===== src/rtl/sweep_ctrl.sv =====
// sweep_ctrl: frequency-sweep sequencer. Retunes the DDS per point, discards settle strobes,
// sums n_avg decimated I/Q strobes and hands out one result per point. Optional watchdog: SWEEP_CTRL_TIMEOUT_EN.
module sweep_ctrl #(
  parameter int unsigned DW = 31,
  parameter int unsigned NW = 12,
  parameter int unsigned AW = 8
) (
  input  logic               clk,
  input  logic               reset_n,
  input  logic               start,
  input  logic               abort,
  input  logic [31:0]        ftw_start,
  input  logic [31:0]        ftw_step,
  input  logic [NW-1:0]      n_points,
  input  logic [AW-1:0]      settle,
  input  logic [AW-1:0]      n_avg,
  input  logic               strobe_in,
  input  logic [DW-1:0]      i_in,
  input  logic [DW-1:0]      q_in,
  output logic [31:0]        dds_ftw,
  output logic               busy,
  output logic               done,
  output logic               res_valid,
  input  logic               res_ready,
  output logic [DW+AW-1:0]   res_i,
  output logic [DW+AW-1:0]   res_q,
  output logic [NW-1:0]      res_idx
`ifdef SWEEP_CTRL_TIMEOUT_EN
  ,
  output logic               err
`endif
);

  localparam int unsigned SW = DW + AW;

  typedef enum logic [1:0] {IDLE, SETTLE, ACCUM, EMIT} state_t;

  state_t          state;
  logic [31:0]     step_q;
  logic [NW-1:0]   npts_q;
  logic [AW-1:0]   settle_q;
  logic [AW-1:0]   navg_q;
  logic [AW-1:0]   set_cnt;
  logic [AW-1:0]   avg_cnt;
  logic [SW-1:0]   i_ext;
  logic [SW-1:0]   q_ext;
  logic            last_pt;
`ifdef SWEEP_CTRL_TIMEOUT_EN
  logic [15:0]     wdog;
`endif

  assign i_ext   = {{AW{i_in[DW-1]}}, i_in};
  assign q_ext   = {{AW{q_in[DW-1]}}, q_in};
  assign last_pt = (res_idx == npts_q - NW'(1));

  // res_i/res_q double as the accumulators; they are frozen in EMIT
  always_ff @(posedge clk or negedge reset_n) begin
    if (!reset_n) begin
      state     <= IDLE;
      step_q    <= '0;
      npts_q    <= '0;
      settle_q  <= '0;
      navg_q    <= '0;
      set_cnt   <= '0;
      avg_cnt   <= '0;
      dds_ftw   <= '0;
      busy      <= 1'b0;
      done      <= 1'b0;
      res_valid <= 1'b0;
      res_i     <= '0;
      res_q     <= '0;
      res_idx   <= '0;
`ifdef SWEEP_CTRL_TIMEOUT_EN
      err       <= 1'b0;
      wdog      <= '0;
`endif
    end else begin
      done <= 1'b0;
`ifdef SWEEP_CTRL_TIMEOUT_EN
      if (strobe_in || !(state == SETTLE || state == ACCUM)) wdog <= '0;
      else                                                   wdog <= wdog + 16'd1;
`endif
      if (abort) begin
        state     <= IDLE;
        busy      <= 1'b0;
        res_valid <= 1'b0;
      end
`ifdef SWEEP_CTRL_TIMEOUT_EN
      else if (wdog == 16'hFFFF) begin
        err       <= 1'b1;
        state     <= IDLE;
        busy      <= 1'b0;
        res_valid <= 1'b0;
      end
`endif
      else begin
        case (state)
          IDLE: begin
            if (start) begin
              step_q   <= ftw_step;
              npts_q   <= (n_points == '0) ? NW'(1) : n_points;
              settle_q <= settle;
              navg_q   <= (n_avg == '0) ? AW'(1) : n_avg;
              dds_ftw  <= ftw_start;
              res_idx  <= '0;
              set_cnt  <= '0;
              busy     <= 1'b1;
              state    <= SETTLE;
`ifdef SWEEP_CTRL_TIMEOUT_EN
              err      <= 1'b0;
`endif
            end
          end
          SETTLE: begin
            if (settle_q == '0 || (strobe_in && (set_cnt + AW'(1)) == settle_q)) begin
              res_i   <= '0;
              res_q   <= '0;
              avg_cnt <= '0;
              state   <= ACCUM;
            end else if (strobe_in) begin
              set_cnt <= set_cnt + AW'(1);
            end
          end
          ACCUM: begin
            if (strobe_in) begin
              res_i   <= res_i + i_ext;
              res_q   <= res_q + q_ext;
              avg_cnt <= avg_cnt + AW'(1);
              if ((avg_cnt + AW'(1)) == navg_q) begin
                res_valid <= 1'b1;
                state     <= EMIT;
              end
            end
          end
          EMIT: begin
            if (res_ready) begin
              res_valid <= 1'b0;
              if (last_pt) begin
                done  <= 1'b1;
                busy  <= 1'b0;
                state <= IDLE;
              end else begin
                res_idx <= res_idx + NW'(1);
                dds_ftw <= dds_ftw + step_q;
                set_cnt <= '0;
                state   <= SETTLE;
              end
            end
          end
          default: state <= IDLE;
        endcase
      end
    end
  end

endmodule


===== config.mk =====
export PLATFORM = sky130hd
export DESIGN_NAME = sweep_ctrl
export DESIGN_NICKNAME = d
export VERILOG_FILES = /design/src/rtl/sweep_ctrl.sv
export SDC_FILE = /design/constraint.sdc
export NUM_CORES = 1
export LEC_CHECK = 0
export BUFFER_PORTS_ARGS = -buffer_cell sky130_fd_sc_hd__buf_2
export CAP_MARGIN = 5
export CORE_MARGIN = 8
export CORE_UTILIZATION = 61
export DETAILED_ROUTE_END_ITERATION = 8
export PLACE_DENSITY = 0.95
export SYNTH_ARGS = -nofsm -noshare
export SYNTH_HDL_FRONTEND = slang
export SYNTH_SLANG_ARGS = --single-unit
export TNS_END_PERCENT = 20

===== constraint.sdc =====
create_clock -name clk -period 9.7 [get_ports clk]
set_input_delay 1.94 -clock clk [delete_from_list [all_inputs] [get_ports clk]]
set_output_delay 1.94 -clock clk [all_outputs]
set_load 0.005 [all_outputs]

# Word level (Yosys, flattened, before mapping)
# Index checks and enable logic that the tools add are counted.
[classes]
bitwise = 1
mux = 46
eq_ne = 19
addsub = 7
n_reduce_logical = 18
[ops]
columns = ["op", "n"]
rows = [
  ["$pmux 39 s2", 2],
  ["$mux 39", 3],
  ["$mux 32", 3],
  ["$add 39x39->39", 2],
  ["$mux 8", 8],
  ["$pmux 32 s2", 1],
  ["$mux 12", 4],
  ["$add 32x32->32", 1],
  ["$pmux 12 s2", 1],
  ["$pmux 8 s3", 1],
  ["$ne 3x3->1 const B", 6],
  ["$add 8x1->8 const B", 2],
  ["$eq 8x8->1", 2],
  ["$logic_not 8->1", 2],
  ["$pmux 8 s2", 1],
  ["$ne 2x2->1 const B", 7],
  ["$mux 1", 13],
  ["$add 12x1->12 const B", 1],
  ["$eq 12x12->1", 1],
  ["$logic_not 12->1", 1],
  ["$mux 2", 6],
  ["$reduce_and 4->1", 3],
  ["$sub 12x1->12 const B", 1],
  ["$reduce_and 5->1", 2],
  ["other kinds (12)", 17],
]
[totals]
ff_bits = 203

# Longest topological paths before layout
[logic_depth]
depth_word = 7
ltp_mapped = 15
mapped_depth_nobuf = 14

# Worst setup path before layout
# No wires, ideal clock.
[synth_timing]
path_kind = "input-to-reg"
startpoint = "in q_in[0]"
endpoint = "reg res_q[38]"
cell_stages = 13
arrival_ns = 4.651
path_buffers = 0
required_time_ns = 9.613
setup_slack_ns = 4.963
setup_ns = 0.087
cell_sequence = "ha_1 -> fa_1 -> a21o_1 -> a221oi_1 -> o21ai_0 -> a211oi_1 -> o21ai_0 -> o21ai_0 -> o21ai_0 -> a21oi_1 -> xor2_1 -> nand3_1 -> o211ai_1"
[synth_via]
elab_chain_len = 3
[synth_lines]
columns = ["element", "line", "rtl"]
rows = [
  ["start, declared", "19", "input logic [DW-1:0] q_in,"],
  ["$add 39x39->39", "127", "res_q <= res_q + q_ext;"],
  ["$mux 39", "125", "if (strobe_in) begin"],
  ["$pmux 39 s2", "97", "case (state)"],
  ["end signal, assigned", "127", ""],
  ["end, declared", "26", "output logic [DW+AW-1:0] res_q,"],
]
# Every way passes these cells. The select of a mux whose other input is x is not followed.
# A chain may end at the register's enable or synchronous reset.

# Worst setup path after layout
[layout_timing]
startpoint = "in i_in[0]"
endpoint = "reg res_i[38]"
[layout_via]
elab_chain_len = 3
[layout_lines]
columns = ["element", "line", "rtl"]
rows = [
  ["start, declared", "18", "input logic [DW-1:0] i_in,"],
  ["$add 39x39->39", "126", "res_i <= res_i + i_ext;"],
  ["$mux 39", "125", ""],
  ["$pmux 39 s2", "97", ""],
  ["end signal, assigned", "126", ""],
  ["end, declared", "25", "output logic [DW+AW-1:0] res_i,"],
]
# Every way passes these cells. The select of a mux whose other input is x is not followed.

==> qor.yml <==
timing:
  holdWs_ns: 0.505
  tightest_slew_ns: 0.909
  fin_ws_ns: 4.81
  fin_setup_tns_ns: 0
  period_minus_slack_ns: 4.89
  hold_viol_final: 0
  max_freq_ghz: 0.205
  grt_setup_unrepaired: "no"
  slew_headroom: 0.394
  skew_ns: 0.0142
  drv_slew: 0
  fin_crit_sh: 0.504
  setup_viol: 0
placed_design:
  dp_cells: 2129
  port_buffers: 284
  gp_congestion: 0.903
  place_ws_ns: 4.42
  dpl.hpwl_um: 30500
setup_path:
  crit_path_frequent_cell: "a211oi_1"
  end_kind: "flip-flop"
  cp_top_family: "compound AO/OA/AOI/OAI gates"
  crit_required_ns: 10.13
  crit_start: "i_in[0]"
  worstSetupEndpoint: "res_i[38]"
  worstPathCellList: "buf_2 > ha_1 > fa_1 > a211oi_1 > o21ai_0 > a221o_1 > a31oi_1 > o21ba_2 > o41ai_1 > a211oi_1 > o21bai_1 > xnor2_1 > nand3_1 > o211ai_1"
  worstSetupPathType: "in2reg"
  r2r_slack_ns: 5.68
  worstReg2RegStart: "set_cnt[0]"
  max_stage_delay_ns: 0.45
  crit_path_top_delay_cell: "a31oi_1"
  reg2reg_to: "res_q[22]"
  start_kind: "input port"
  cp.arrival_ns: 5.32
  reg2regPathDepth: 11
  worst-path-stages: 14
  path_buf_inv: 1
  cp_max_fo: 4
clock_network:
  clk_path_buf_depth: 3
  cts_hold_buf: 0
  cts_tree: "built"
  clock_sink_count: 203
  root_buffer: "clkbuf_16"
  cts_buffers: 24
  cts_resized: 0
  htree_levels: 1
  post-cts-setup-buffer-count: 0
  clk_latency_ns: 0.52
  cts.clk_slew.worst_paths_ns: 0.06
grt:
  grt_pass1_vias: 14092
  grtUsageTotal: 0.288
  grt_max_degree: 89
  overflow: 0
  grt_pass1_wl_um: 69500
  antenna_found_initial: 2
synth:
  postSynth.asyncResetShare: 1.00
  seq_area_frac_synth: 0.350
  ys_seq_elements: 203
  syn_nets: 1873
  syn_area_per_cell_um2: 9.11
  netlist_top_cells_area: "dfrtp_1, ha_1, nand2_1"
  synth_area_um2: 14500
  synthTopCellsByCount: "dfrtp_1, nand2_1, o21ai_0"
  synth_top_area_cell: "dfrtp_1"
  syn_inst: 1594
  ys.flop_type: "dfrtp_1"
  synth.most_common_cell: "dfrtp_1"
  ys.warnings.count: 0
  synth-edff-count: 0
  synth_top_cell_area_share: 0.350
  yosys.cell_types.count: 82
drt:
  via_count: 13770
  drt_first_pass_iters: 6
  routed_wirelength_um: 43100
  wire_per_inst_um: 19.8
  viasPerCell: 6.33
  final_antenna_net_count: 0
  drt_iter0_markers: 1243
  drc: 0
power:
  internal-power_w: 0.00300
  p_sw_frac: 0.442
  switchingPower_w: 0.00238
  seqPwrFrac: 0.273
  pwr-share-comb: 0.550
  peakVddDrop_uv: 259
  pwr_density_cell_nw_per_um2: 319
  power.share.clock: 0.177
  power.leakage_nw: 8.39
cells_and_area:
  final_util: 0.723
  area_delta_synth_final_pct: 16.4
  drive_gt1_frac: 0.242
  final_nets: 2115
  final_cells: 2174
floorplanning:
  dieArea_um2: 29000
  initial_core_util: 0.621
  die_w_um: 170
  chipHeight_um: 170
  num_io_pins: 285
  rows: 56
  core_um2: 23400
job:
  drv_cap: 0
run_status:
  status: "complete, no violations"
worst_hold_path:
  hold_class: "reg2reg"
-- power groups by stage --
stage          combinational (W)  sequential (W)  clock (W)
2_1_floorplan            0.00213         0.00141          0
5_1_grt                  0.00325         0.00151   0.000992
3_3_place_gp             0.00271         0.00144          0
6_report                 0.00296         0.00147   0.000952
3_5_place_dp             0.00285         0.00147          0
4_1_cts                  0.00292         0.00146   0.000966
-- cell type report --
type	count	area [um^2]
diodes	2	5.00
clock buffers	29	661
clock inverters	14	170
fillers	1612	6490
inverters	36	135
multi-input cells	1278	8960
flip-flops and latches	203	5080
well taps	319	399
repair buffers	293	1500
-- kinds of logic (layout without fill, tap and decap cells) --
| family | Yosys count | count (layout) | synth area share |
|---|---|---|---|
| AOI/OAI and AO/OA | 515 | 515 | 0.230 |
| xor gates and xnor gates | 126 | 126 | 0.0760 |
| adders and majority gates | 119 | 119 | 0.104 |
| buffers and inverters | 113 | 372 | 0.0339 |
| DFF | 203 | 203 | 0.350 |
| muxes | 85 | 85 | 0.0637 |
| other | 0 | 2 | 0 |
| and+or+nand+nor | 433 | 433 | 0.143 |
-- per-layer routing --
metal	share of wire	vias up	track usage
met3	0.094	160	0.0684
met4	0.045	0	0.132
met1	0.38	6561	0.336
met5	0	-	0
li1	-	6308	-
met2	0.48	741	0.494
-- worst min-delay path, delay by kind of cell (launching register included) --
| kind | cells | cell delay, ns |
|---|---|---|
| AND/OR/NAND/NOR | 1 | 0.07 |
| AO/OA/AOI/OAI | 1 | 0.05 |
| flip-flops | 1 | 0.36 |
-- registers in the layout (all words and copies together) (netlist names) --
signal	flops
avg_cnt	8
busy	1
dds_ftw	32
done	1
navg_q	8
npts_q	12
res_i	39
res_idx	12
res_q	39
res_valid	1
set_cnt	8
settle_q	8
state	2
step_q	32
-- placed cells by master, fill, tap and decap left out, types with 8 or more instances in the layout --
cell type / Yosys / routed
a211oi_1: 15 / 15
a21o_1: 69 / 69
a21oi_1: 118 / 118
a22o_1: 8 / 8
a31oi_1: 16 / 16
and3_1: 13 / 13
buf_2: 7 / 283
buf_4: 2 / 9
clkbuf_16: 0 / 25
dfrtp_1: 203 / 203
ha_1: 116 / 115
inv_1: 35 / 35
mux2_2: 59 / 59
mux2i_1: 26 / 26
nand2_1: 194 / 194
nand2b_1: 17 / 17
nand3_1: 36 / 36
nand4_1: 12 / 12
nor2_1: 58 / 58
nor2b_1: 9 / 9
nor3_1: 36 / 36
nor4_1: 8 / 8
o211ai_1: 9 / 9
o21a_1: 15 / 15
o21ai_0: 127 / 127
o21ai_1: 10 / 10
o21ai_2: 31 / 31
o21bai_1: 19 / 19
o31ai_1: 33 / 33
or3_1: 9 / 8
xnor2_1: 67 / 67
xor2_1: 59 / 59
-- how the worst min path moves through the flow --
stage | from | endpoint | slack (ns) | cells after the start
finish | res_i[31] | res_i[31] | 0.51 | 2
detailed placement | res_i[31] | res_i[31] | 0.49 | 2
floorplan | navg_q[0] | navg_q[0] | 0.47 | 2
global placement | res_i[9] | res_i[9] | 0.49 | 2
global route | step_q[21] | step_q[21] | 0.53 | 1
CTS | res_i[31] | res_i[31] | 0.51 | 2
-- stage by stage --
stage | area (um^2) | total power, W
floorplan | 14500 | 0.00354
global placement | 16100 | 0.00415
detailed placement | 16100 | 0.00432
CTS | 16900 | 0.00534
global route | 16900 | 0.00574
finish | 16900 | 0.00539
No activity file was read; power rests on OpenSTA's default activity.
